**src/rtl/synth_pkg.sv**
```systemverilog
// Shared types and sizing for the voice allocator slice.
package synth_pkg;

   localparam int VOICES_DEFAULT = 32;
   localparam int VOICE_IDX_W    = $clog2(VOICES_DEFAULT);

   typedef enum logic [1:0] {IDLE, SCAN, COMMIT} state_e;

   // Encoding order doubles as commit priority: lowest valid kind wins.
   typedef enum logic [1:0] {RETRIG, FREE, REL, OLDEST} cand_e;

endpackage

```
**src/rtl/voice_cand_tracker.sv**
```systemverilog
// Running best candidate over one scan: first hit, or first hit with the strictly largest age.
module voice_cand_tracker
   import synth_pkg::*;
#(
   parameter int IDX_W   = VOICE_IDX_W,
   parameter int AGE_W   = 8,
   parameter bit USE_AGE = 1'b0
)(
   input  logic             clk,
   input  logic             reset,
   input  logic             clear_i,
   input  logic             en_i,
   input  logic             hit_i,
   input  logic [IDX_W-1:0] idx_i,
   input  logic [AGE_W-1:0] age_i,
   output logic             valid_o,
   output logic [IDX_W-1:0] idx_o
);

   logic             valid_q;
   logic [IDX_W-1:0] idx_q;
   logic [AGE_W-1:0] age_q;
   logic             take_d;

   // Strict compare keeps the lowest index on equal ages.
   always_comb begin
      take_d = en_i && hit_i && (!valid_q || (USE_AGE && (age_i > age_q)));
   end

   always_ff @(posedge clk) begin
      if (reset) begin
         valid_q <= 1'b0;
         idx_q   <= '0;
         age_q   <= '0;
      end else if (clear_i) begin
         valid_q <= 1'b0;
      end else if (take_d) begin
         valid_q <= 1'b1;
         idx_q   <= idx_i;
         age_q   <= age_i;
      end
   end

   assign valid_o = valid_q;
   assign idx_o   = idx_q;

endmodule

```
**src/rtl/voice_allocator.sv**
```systemverilog
// Voice scheduler: one voice scanned per cycle, then a single commit that picks
// retrigger > free > released > oldest and loads the chosen voice.
module voice_allocator
   import synth_pkg::*;
#(
   parameter int VOICES  = VOICES_DEFAULT,
   parameter int KEY_W   = 7,
   parameter int VEL_W   = 7,
   parameter int STAMP_W = 8
)(
   input  logic                      CLOCK_50,
   input  logic                      reset,
   input  logic                      ev_valid,
   output logic                      ev_ready,
   input  logic                      ev_note_on,
   input  logic [KEY_W-1:0]          ev_key,
   input  logic [VEL_W-1:0]          ev_vel,
   input  logic                      all_off,
   input  logic [VOICES-1:0]         voice_free,
   output logic [VOICES-1:0]         keys_on,
   output logic                      vo_wr,
   output logic [$clog2(VOICES)-1:0] vo_idx,
   output logic [KEY_W-1:0]          vo_key,
   output logic [VEL_W-1:0]          vo_vel,
   output logic                      vo_steal
);

   localparam int IW = $clog2(VOICES);

   state_e             state_q;
   logic               ev_ready_q, ev_on_q, kill_q;
   logic [IW-1:0]      scan_idx_q;
   logic [KEY_W-1:0]   ev_key_q;
   logic [VEL_W-1:0]   ev_vel_q;
   logic [VOICES-1:0]  keys_on_q;
   logic [KEY_W-1:0]   key_q   [VOICES];
   logic [STAMP_W-1:0] stamp_q [VOICES];
   logic [STAMP_W-1:0] cur_stamp_q;
   logic               vo_wr_q, vo_steal_q;
   logic [IW-1:0]      vo_idx_q;
   logic [KEY_W-1:0]   vo_key_q;
   logic [VEL_W-1:0]   vo_vel_q;

   logic               accept_d, scan_en_d, scan_on_d;
   logic [STAMP_W-1:0] scan_age_d;
   logic [3:0]         hit_d;
   logic [3:0]         cand_valid;
   logic [IW-1:0]      cand_idx [4];
   cand_e              sel_kind_d;
   logic [IW-1:0]      sel_idx_d;

   // NOTE: every always_comb output gets a default first so no path infers a latch.
   always_comb begin
      accept_d   = (state_q == IDLE) && ev_valid && ev_ready_q;
      scan_en_d  = (state_q == SCAN) && ev_on_q;
      scan_on_d  = keys_on_q[scan_idx_q];
      scan_age_d = cur_stamp_q - stamp_q[scan_idx_q];
      hit_d         = '0;
      hit_d[RETRIG] = scan_on_d && (key_q[scan_idx_q] == ev_key_q);
      hit_d[FREE]   = voice_free[scan_idx_q] && !scan_on_d;
      hit_d[REL]    = !scan_on_d;
      hit_d[OLDEST] = 1'b1;
   end

   for (genvar k = 0; k < 4; k++) begin : g_cand
      voice_cand_tracker #(
         .IDX_W   (IW),
         .AGE_W   (STAMP_W),
         .USE_AGE (k >= 2)
      ) u_cand (
         .clk     (CLOCK_50),
         .reset   (reset),
         .clear_i (accept_d),
         .en_i    (scan_en_d),
         .hit_i   (hit_d[k]),
         .idx_i   (scan_idx_q),
         .age_i   (scan_age_d),
         .valid_o (cand_valid[k]),
         .idx_o   (cand_idx[k])
      );
   end

   always_comb begin
      sel_kind_d = OLDEST;
      sel_idx_d  = cand_idx[OLDEST];
      for (int k = 3; k >= 0; k--) begin
         if (cand_valid[k]) begin
            sel_kind_d = cand_e'(k[1:0]);
            sel_idx_d  = cand_idx[k];
         end
      end
   end

   always_ff @(posedge CLOCK_50) begin
      if (reset) begin
         state_q     <= IDLE;
         ev_ready_q  <= 1'b0;
         ev_on_q     <= 1'b0;
         kill_q      <= 1'b0;
         scan_idx_q  <= '0;
         ev_key_q    <= '0;
         ev_vel_q    <= '0;
         keys_on_q   <= '0;
         cur_stamp_q <= '0;
         vo_wr_q     <= 1'b0;
         vo_idx_q    <= '0;
         vo_key_q    <= '0;
         vo_vel_q    <= '0;
         vo_steal_q  <= 1'b0;
         // NOTE: key/stamp are flop arrays, not RAM, so clearing them on reset is legal and cheap to reason about.
         for (int v = 0; v < VOICES; v++) begin
            key_q[v]   <= '0;
            stamp_q[v] <= '0;
         end
      end else begin
         vo_wr_q <= 1'b0;
         kill_q  <= kill_q | all_off;
         case (state_q)
            IDLE: begin
               ev_ready_q <= 1'b1;
               if (accept_d) begin
                  state_q    <= SCAN;
                  ev_ready_q <= 1'b0;
                  scan_idx_q <= '0;
                  ev_on_q    <= ev_note_on && (ev_vel != '0);
                  ev_key_q   <= ev_key;
                  ev_vel_q   <= ev_vel;
                  kill_q     <= all_off;
               end
            end
            SCAN: begin
               if (!ev_on_q && hit_d[RETRIG]) keys_on_q[scan_idx_q] <= 1'b0;
               scan_idx_q <= scan_idx_q + 1'b1;
               if (scan_idx_q == IW'(VOICES - 1)) state_q <= COMMIT;
            end
            COMMIT: begin
               state_q    <= IDLE;
               ev_ready_q <= 1'b1;
               if (ev_on_q) begin
                  if (!kill_q) keys_on_q[sel_idx_d] <= 1'b1;
                  key_q[sel_idx_d]   <= ev_key_q;
                  stamp_q[sel_idx_d] <= cur_stamp_q;
                  cur_stamp_q        <= cur_stamp_q + 1'b1;
                  vo_wr_q            <= 1'b1;
                  vo_idx_q           <= sel_idx_d;
                  vo_key_q           <= ev_key_q;
                  vo_vel_q           <= ev_vel_q;
                  vo_steal_q         <= (sel_kind_d == REL) || (sel_kind_d == OLDEST);
               end
            end
            default: state_q <= IDLE;
         endcase
         // NOTE: non-blocking last-assignment-wins lets all_off override any per-voice set/clear above.
         if (all_off) keys_on_q <= '0;
      end
   end

   assign ev_ready = ev_ready_q;
   assign keys_on  = keys_on_q;
   assign vo_wr    = vo_wr_q;
   assign vo_idx   = vo_idx_q;
   assign vo_key   = vo_key_q;
   assign vo_vel   = vo_vel_q;
   assign vo_steal = vo_steal_q;

endmodule

```
**config.mk**
```make
export PLATFORM = sky130hd
export DESIGN_NAME = voice_allocator
export DESIGN_NICKNAME = d
export VERILOG_FILES = /design/src/rtl/synth_pkg.sv /design/src/rtl/voice_cand_tracker.sv /design/src/rtl/voice_allocator.sv
export SDC_FILE = /design/constraint.sdc
export NUM_CORES = 1
export LEC_CHECK = 0
export ABC_AREA = 1
export ABC_CLOCK_PERIOD_IN_PS = 6410
export CAP_MARGIN = 20
export CORE_MARGIN = 2
export CORE_UTILIZATION = 55
export CTS_BUF_LIST = sky130_fd_sc_hd__clkbuf_16
export DETAILED_ROUTE_END_ITERATION = 8
export PLACE_DENSITY = 0.73
export SYNTH_ARGS = -nofsm -noshare
export SYNTH_HDL_FRONTEND = slang
export SYNTH_SLANG_ARGS = --single-unit
```
**constraint.sdc**
```tcl
create_clock -name CLOCK_50 -period 6.41 [get_ports CLOCK_50]
set_input_delay 0.641 -clock CLOCK_50 [delete_from_list [all_inputs] [get_ports CLOCK_50]]
set_output_delay 0.641 -clock CLOCK_50 [all_outputs]
set_load 0.02 [all_outputs]
```
; ---- Word level (Yosys, flattened, before mapping)
; Memories as Yosys holds them, arrays and structs flattened. A register that Yosys moved wholly into a read port is not among the register bits.
; Cells that the tools add are included.
[op_classes]
n_bitwise = 5
eq_ne = 11
reduce_logical = 43
n_addsub = 3
mux = 43
order_cmp = 6
[ops]
columns = operator, n
row1 = two-way mux 32 bit, 3
row2 = one-hot mux 32 bit (2 select lines), 1
row3 = two-way mux 5 bit, 10
row4 = bitwise AND 32 bit, 1
row5 = NOT 32 bit, 1
row6 = bitwise OR 32 bit, 1
row7 = > comparator 8 bit, 2
row8 = logical AND 1 bit, 16
row9 = two-way mux 1 bit, 16
row10 = AND reduction 2 bit, 8
row11 = less-than comparator 5 x 6 -> 1 bit (second input constant), 2
row12 = binary-select mux 1 bit (select 5 bit), 2
row13 = demux 1 bit (select 5 bit), 2
row14 = greater-or-equal comparator 5 x 1 -> 1 bit (second input constant), 2
row15 = one-hot mux 5 bit (2 select lines), 1
row16 = adder 8 x 1 -> 8 bit (second input constant), 1
row17 = two-way mux 2 bit, 4
row18 = two-way mux 8 bit, 1
row19 = OR reduction 8 bit, 1
row20 = subtractor 8 bit, 1
row21 = == test 7 bit, 1
row22 = two-way mux 7 bit, 1
row23 = nonzero test 7 bit, 1
row24 = OR reduction 7 bit, 1
row25 = other kinds (16), 31
[word_totals]
ramBits = 480
output_inout_bits = 54
n_memories = 2
register_bits = 125
word_cells = 137
in_bits = 51
[memory_table]
columns = name, depth, word_bits, read_ports, rd_ports_with_merged_regs, wr, line_no
row1 = stamp_q, 32, 8, 1, 1, 32, voice_allocator.sv:37  ; logic [STAMP_W-1:0] stamp_q [VOICES];
row2 = key_q, 32, 7, 1, 1, 32, voice_allocator.sv:36  ; logic [KEY_W-1:0] key_q [VOICES];

; ---- Depth between registers and ports, before layout
[depth]
ltp_word = 11
depth_mapped = 37
ltp_nobuf = 30

; ---- Modules after synthesis
; From an unflattened synthesis, not the netlist that was laid out.
[unflattened]
hier_cells = 3222
hier_area_um2 = 28905.2
[by_module_without_submodules]
columns = mod, area_each_um2, cells_each, n_inst, seq_area_each_um2
row1 = voice_allocator, 26590.5, 2888, 1, 16215.6
row2 = voice_cand_tracker at g_cand[2].u_cand ..., 884.6, 128, 2, 280.3
row3 = voice_cand_tracker at g_cand[0].u_cand ..., 272.8, 39, 2, 120.1

; ---- Worst setup path after synthesis
; OpenSTA, ideal clock, no wires.
[synth_path]
kind = reg-to-reg
start = reg with a tool-made name
end = reg g_cand[2].u_cand.age_q[1]
stages_incl_launch_ff = 33
required_time_ps = 6340
n_path_buf = 8
arrival_ps = 4594
period_less_slack_ps = 4664
setup_time_ps = 70
setup_slack_ps = 1746
path_cell_list = dfxtp_1 buf_4 inv_4 buf_6 buf_6 buf_4 buf_4 buf_2 clkbuf_1 nor2_1 o22ai_1 nor2_1 nor2_1 o21ai_0 a32oi_1 ha_1 inv_1 fa_1 a31oi_1 nor2_1 o21ai_0 nand2_1 xor2_1 ha_1 nand2_1 inv_1 nand3_1 o32ai_1 nand2_1 nand2_1 clkbuf_1 o21ai_0 a21oi_1
[synth_lines]
columns = item, line_no
row1 = "end signal, assigned", voice_cand_tracker.sv:40  ; age_q <= age_i;
row2 = "end, declared", voice_cand_tracker.sv:22  ; logic [AGE_W-1:0] age_q;

==> flow_metrics.env <==
export IMPL_status="finished clean"
export IMPL_antenna_found_initial=0
export IMPL_fmax_mhz=183
export IMPL_vdd_drop_max_uv=197
export IMPL_synth_warnings=0
export IMPL_drc=0
export IMPL_synth_top_cell_by_area="edfxtp_1"
export IMPL_drive_above_1_share_pct=5.54
export IMPL_fin_skew_ns=0.0252
export IMPL_cts_buffers=66
export IMPL_final_cells=3822
export IMPL_p_leak_nw=11.4
export IMPL_grt_total_usage_pct=32.0
export IMPL_cap_viol_max_count=0
export IMPL_routed_wl_met3_um=8070
export IMPL_finalCritPeriodShare_pct=85.3
export IMPL_synthFlopType="edfxtp_1"
export IMPL_finalCoreUtilization_pct=61.9
export IMPL_syn_area_sq_um=28300
export IMPL_top_layer="met4"
export IMPL_synth_seq_cells=610
export IMPL_finalSetupViolations=0
export IMPL_synthTopCellsByArea="edfxtp_1 51%, nor2_1 10%, dfxtp_1 9.2%, nand2_1 6.9%, nand3_1 4.7%"
export IMPL_r2r_worst_path_cells=24
export IMPL_cellPowerDensity_nw_per_um2=278
export IMPL_cts_resized=0
export IMPL_synthToLayoutAreaGrowth_pct=11.9
export IMPL_die_y_um=231
export IMPL_syn_inst=3103
export IMPL_die_area_sq_um=53200
export IMPL_hold_end="g_cand[2].u_cand.age_q[5]"
export IMPL_dpl_cell_count=3704
export IMPL_cpLargestDelayFamily="compound AO/OA/AOI/OAI gates"
export IMPL_min_path_type="reg -> reg"
export IMPL_grt_pass1_vias=22100
export IMPL_fin_crit_ns=5.46
export IMPL_clk_pin_slew_ns=0.06
export IMPL_via_count=23200
export IMPL_cts_tree="built"
export IMPL_die_x_um=231
export IMPL_portBuffers=104
export IMPL_wl_met2_um=39800
export IMPL_core_area_sq_um=51100
export IMPL_crit_fanout=81
export IMPL_r2r_end="g_cand[2].u_cand.age_q[0]"
export IMPL_hold_start="g_cand[2].u_cand.age_q[5]"
export IMPL_synth_top_cell_area_share_pct=51.0
export IMPL_cts_htree_levels=3
export IMPL_worstMarginPinSlew_ns=0.933
export IMPL_syn_area_per_cell_sq_um=9.11
export IMPL_required_ns=6.87
export IMPL_synth_commonest_cells="779 x nor2_1, 521 x nand2_1, 480 x edfxtp_1"
export IMPL_arrival_ns=5.92
export IMPL_fin_nets=3176
export IMPL_reg2reg_slack_ns=0.95
export IMPL_synthArstFlopShare_pct=0
export IMPL_cp_cell_sequence="inv_6 -> buf_4 -> o21ai_0 -> o221ai_1 -> nand3_1 -> a32oi_1 -> ha_1 -> inv_1 -> fa_1 -> a31oi_1 -> nor2_1 -> o21ai_0 -> nand2_1 -> xor2_1 -> ha_1 -> nand2_1 -> inv_1 -> nand3_1 -> o32ai_1 -> nand2_1 -> nand2_1 -> inv_1 -> o21ai_0 -> a21oi_1"
export IMPL_ios=105
export IMPL_start_util_pct=55.3
export IMPL_cpPeakStageDelay_ns=0.56
export IMPL_ant_nets=0
export IMPL_critPathKind="reg -> reg"
export IMPL_slew_headroom_pct=37.6
export IMPL_hpwl_um=53200
export IMPL_cts_sinks=610
export IMPL_wl_per_cell_um=22.3
export IMPL_gp_congestion=0.943
export IMPL_slowest_stage="nand2_1"
export IMPL_path_common_cell="nand2_1"
export IMPL_syn_num_nets=3185
export IMPL_timing_setup_tns_ns=0
export IMPL_std_cell_rows=83
export IMPL_clk_latency_ns=0.60
export IMPL_cts_root_buffer="clkbuf_16"
export IMPL_yosysSeqAreaShare_pct=60.2
export IMPL_synth_cell_type_count=49
export IMPL_drtPass1Iterations=6
export IMPL_fin_ws_ns=0.945
export IMPL_cp_start_kind="flip-flop"
export IMPL_wirelength_um=85300
export IMPL_wl_met1_um=32800
export IMPL_synth_edf_count=480
export IMPL_drtIter0Drc=2885
export IMPL_hold_ws_ns=0.462
export IMPL_cp_end_kind="flip-flop"
export IMPL_hold_depth=2
export IMPL_overflow=0
export IMPL_hold_violations=0
export IMPL_grt_max_degree=82
export IMPL_post_cts_buffers=0
export IMPL_rsz0062_at_grt="false"
export IMPL_antenna_cells=0
export IMPL_critPathBufInv=5
export IMPL_clockBufferDepth=3
export IMPL_grt_pass1_wl_um=130000
export IMPL_via_per_inst=6.06
export IMPL_synth_most_common_cell="nor2_1"
export IMPL_slew_viol_final=0
export IMPL_ctsHoldBuffers=0
export IMPL_place_ws_ns=1.10
how the worst max path moves through the flow:
| stage | depth (start not counted) | to | start |
|---|---|---|---|
| after floorplan | 32 | g_cand[2].u_cand.age_q[1] | flip-flop |
| after global placement | 27 | g_cand[2].u_cand.age_q[0] | flip-flop |
| after detailed placement | 24 | g_cand[2].u_cand.age_q[0] | flip-flop |
| after CTS | 24 | g_cand[2].u_cand.age_q[0] | flip-flop |
| after global routing | 24 | g_cand[2].u_cand.age_q[0] | flip-flop |
| final | 24 | g_cand[2].u_cand.age_q[0] | flip-flop |
worst reg2reg max path, cell delays in order, from the launching register on:
cell,delay (ns)
dfxtp_4,0.42
inv_6,0.49
buf_4,0.43
o21ai_0,0.14
o221ai_1,0.23
nand3_1,0.13
a32oi_1,0.22
ha_1,0.18
inv_1,0.06
fa_1,0.40
a31oi_1,0.28
nor2_1,0.06
o21ai_0,0.16
nand2_1,0.08
xor2_1,0.38
ha_1,0.21
nand2_1,0.05
inv_1,0.05
nand3_1,0.08
o32ai_1,0.30
nand2_1,0.08
nand2_1,0.56
inv_1,0.12
o21ai_0,0.17
a21oi_1,0.05
cell usage in the layout, fill, tap and decap left out, drive strengths merged, types with 10 or more instances in the layout:
master / count
nor3: 10
clkinv: 45
nor2: 785
o22ai: 25
a21oi: 103
nand3: 270
dfxtp: 130
nand2: 522
inv: 132
ha: 30
clkdlybuf4s50: 104
edfxtp: 480
o221ai: 50
o21ai: 265
buf: 51
clkbuf: 67
routing by layer:
metal  GRT usage, %  vias up
met5              0        -
met4           17.7        0
met3           5.09      236
met2           50.7     1389
met1           42.4    11000
li1               -    10500
kinds of logic (layout without fill, tap and decap cells):
kind of cell	after synthesis	in the layout	share of synthesized area, %
simple gates	1599	1599	22.8
flops	610	610	60.2
compound gates	490	490	9.95
buf+inv	368	407	5.44
fa+ha+maj	31	31	1.40
xor+xnor	5	5	0.155
sequential cells by signal (all words and copies together), names as in the netlist, named ones only:
signal and cells:
g_cand.u_cand.age_q 16, g_cand.u_cand.idx_o 20, vo_wr 1, ev_ready 1, keys_on 32, kill_q 1
scan_idx_q 5, vo_idx 5, vo_key 7, stamp_q 256, g_cand.u_cand.valid_o 4, vo_vel 7
vo_steal 1, key_q 224, ev_vel_q 7, ev_on_q 1, ev_key_q 7, state_q 2
cur_stamp_q 8
per-stage QoR:
step                instance area (sq um)  total power [mW]
finish                              31600              8.80
global route                        31600              9.04
CTS                                 31600              8.81
detailed placement                  29500              5.17
global placement                    29500              5.15
floorplan                           28300              4.93
final cells by class:
cell class | instances | area, sq um
Timing Repair Buffer | 155 | 1470
Tap cell | 680 | 851
Sequential cell | 610 | 17000
Clock buffer | 67 | 1680
Multi-Input combinational cell | 2125 | 9720
Clock inverter | 49 | 378
Fill cell | 4292 | 19500
Inverter | 136 | 517
where the power goes:
group	switching (mW)	internal [mW]	total (mW)
sequential	0.0443	4.38	4.42
clock	1.56	2.14	3.70
combinational	0.488	0.188	0.676
total	2.10	6.71	8.80
Note: power is estimated with default switching activity, not from simulation.
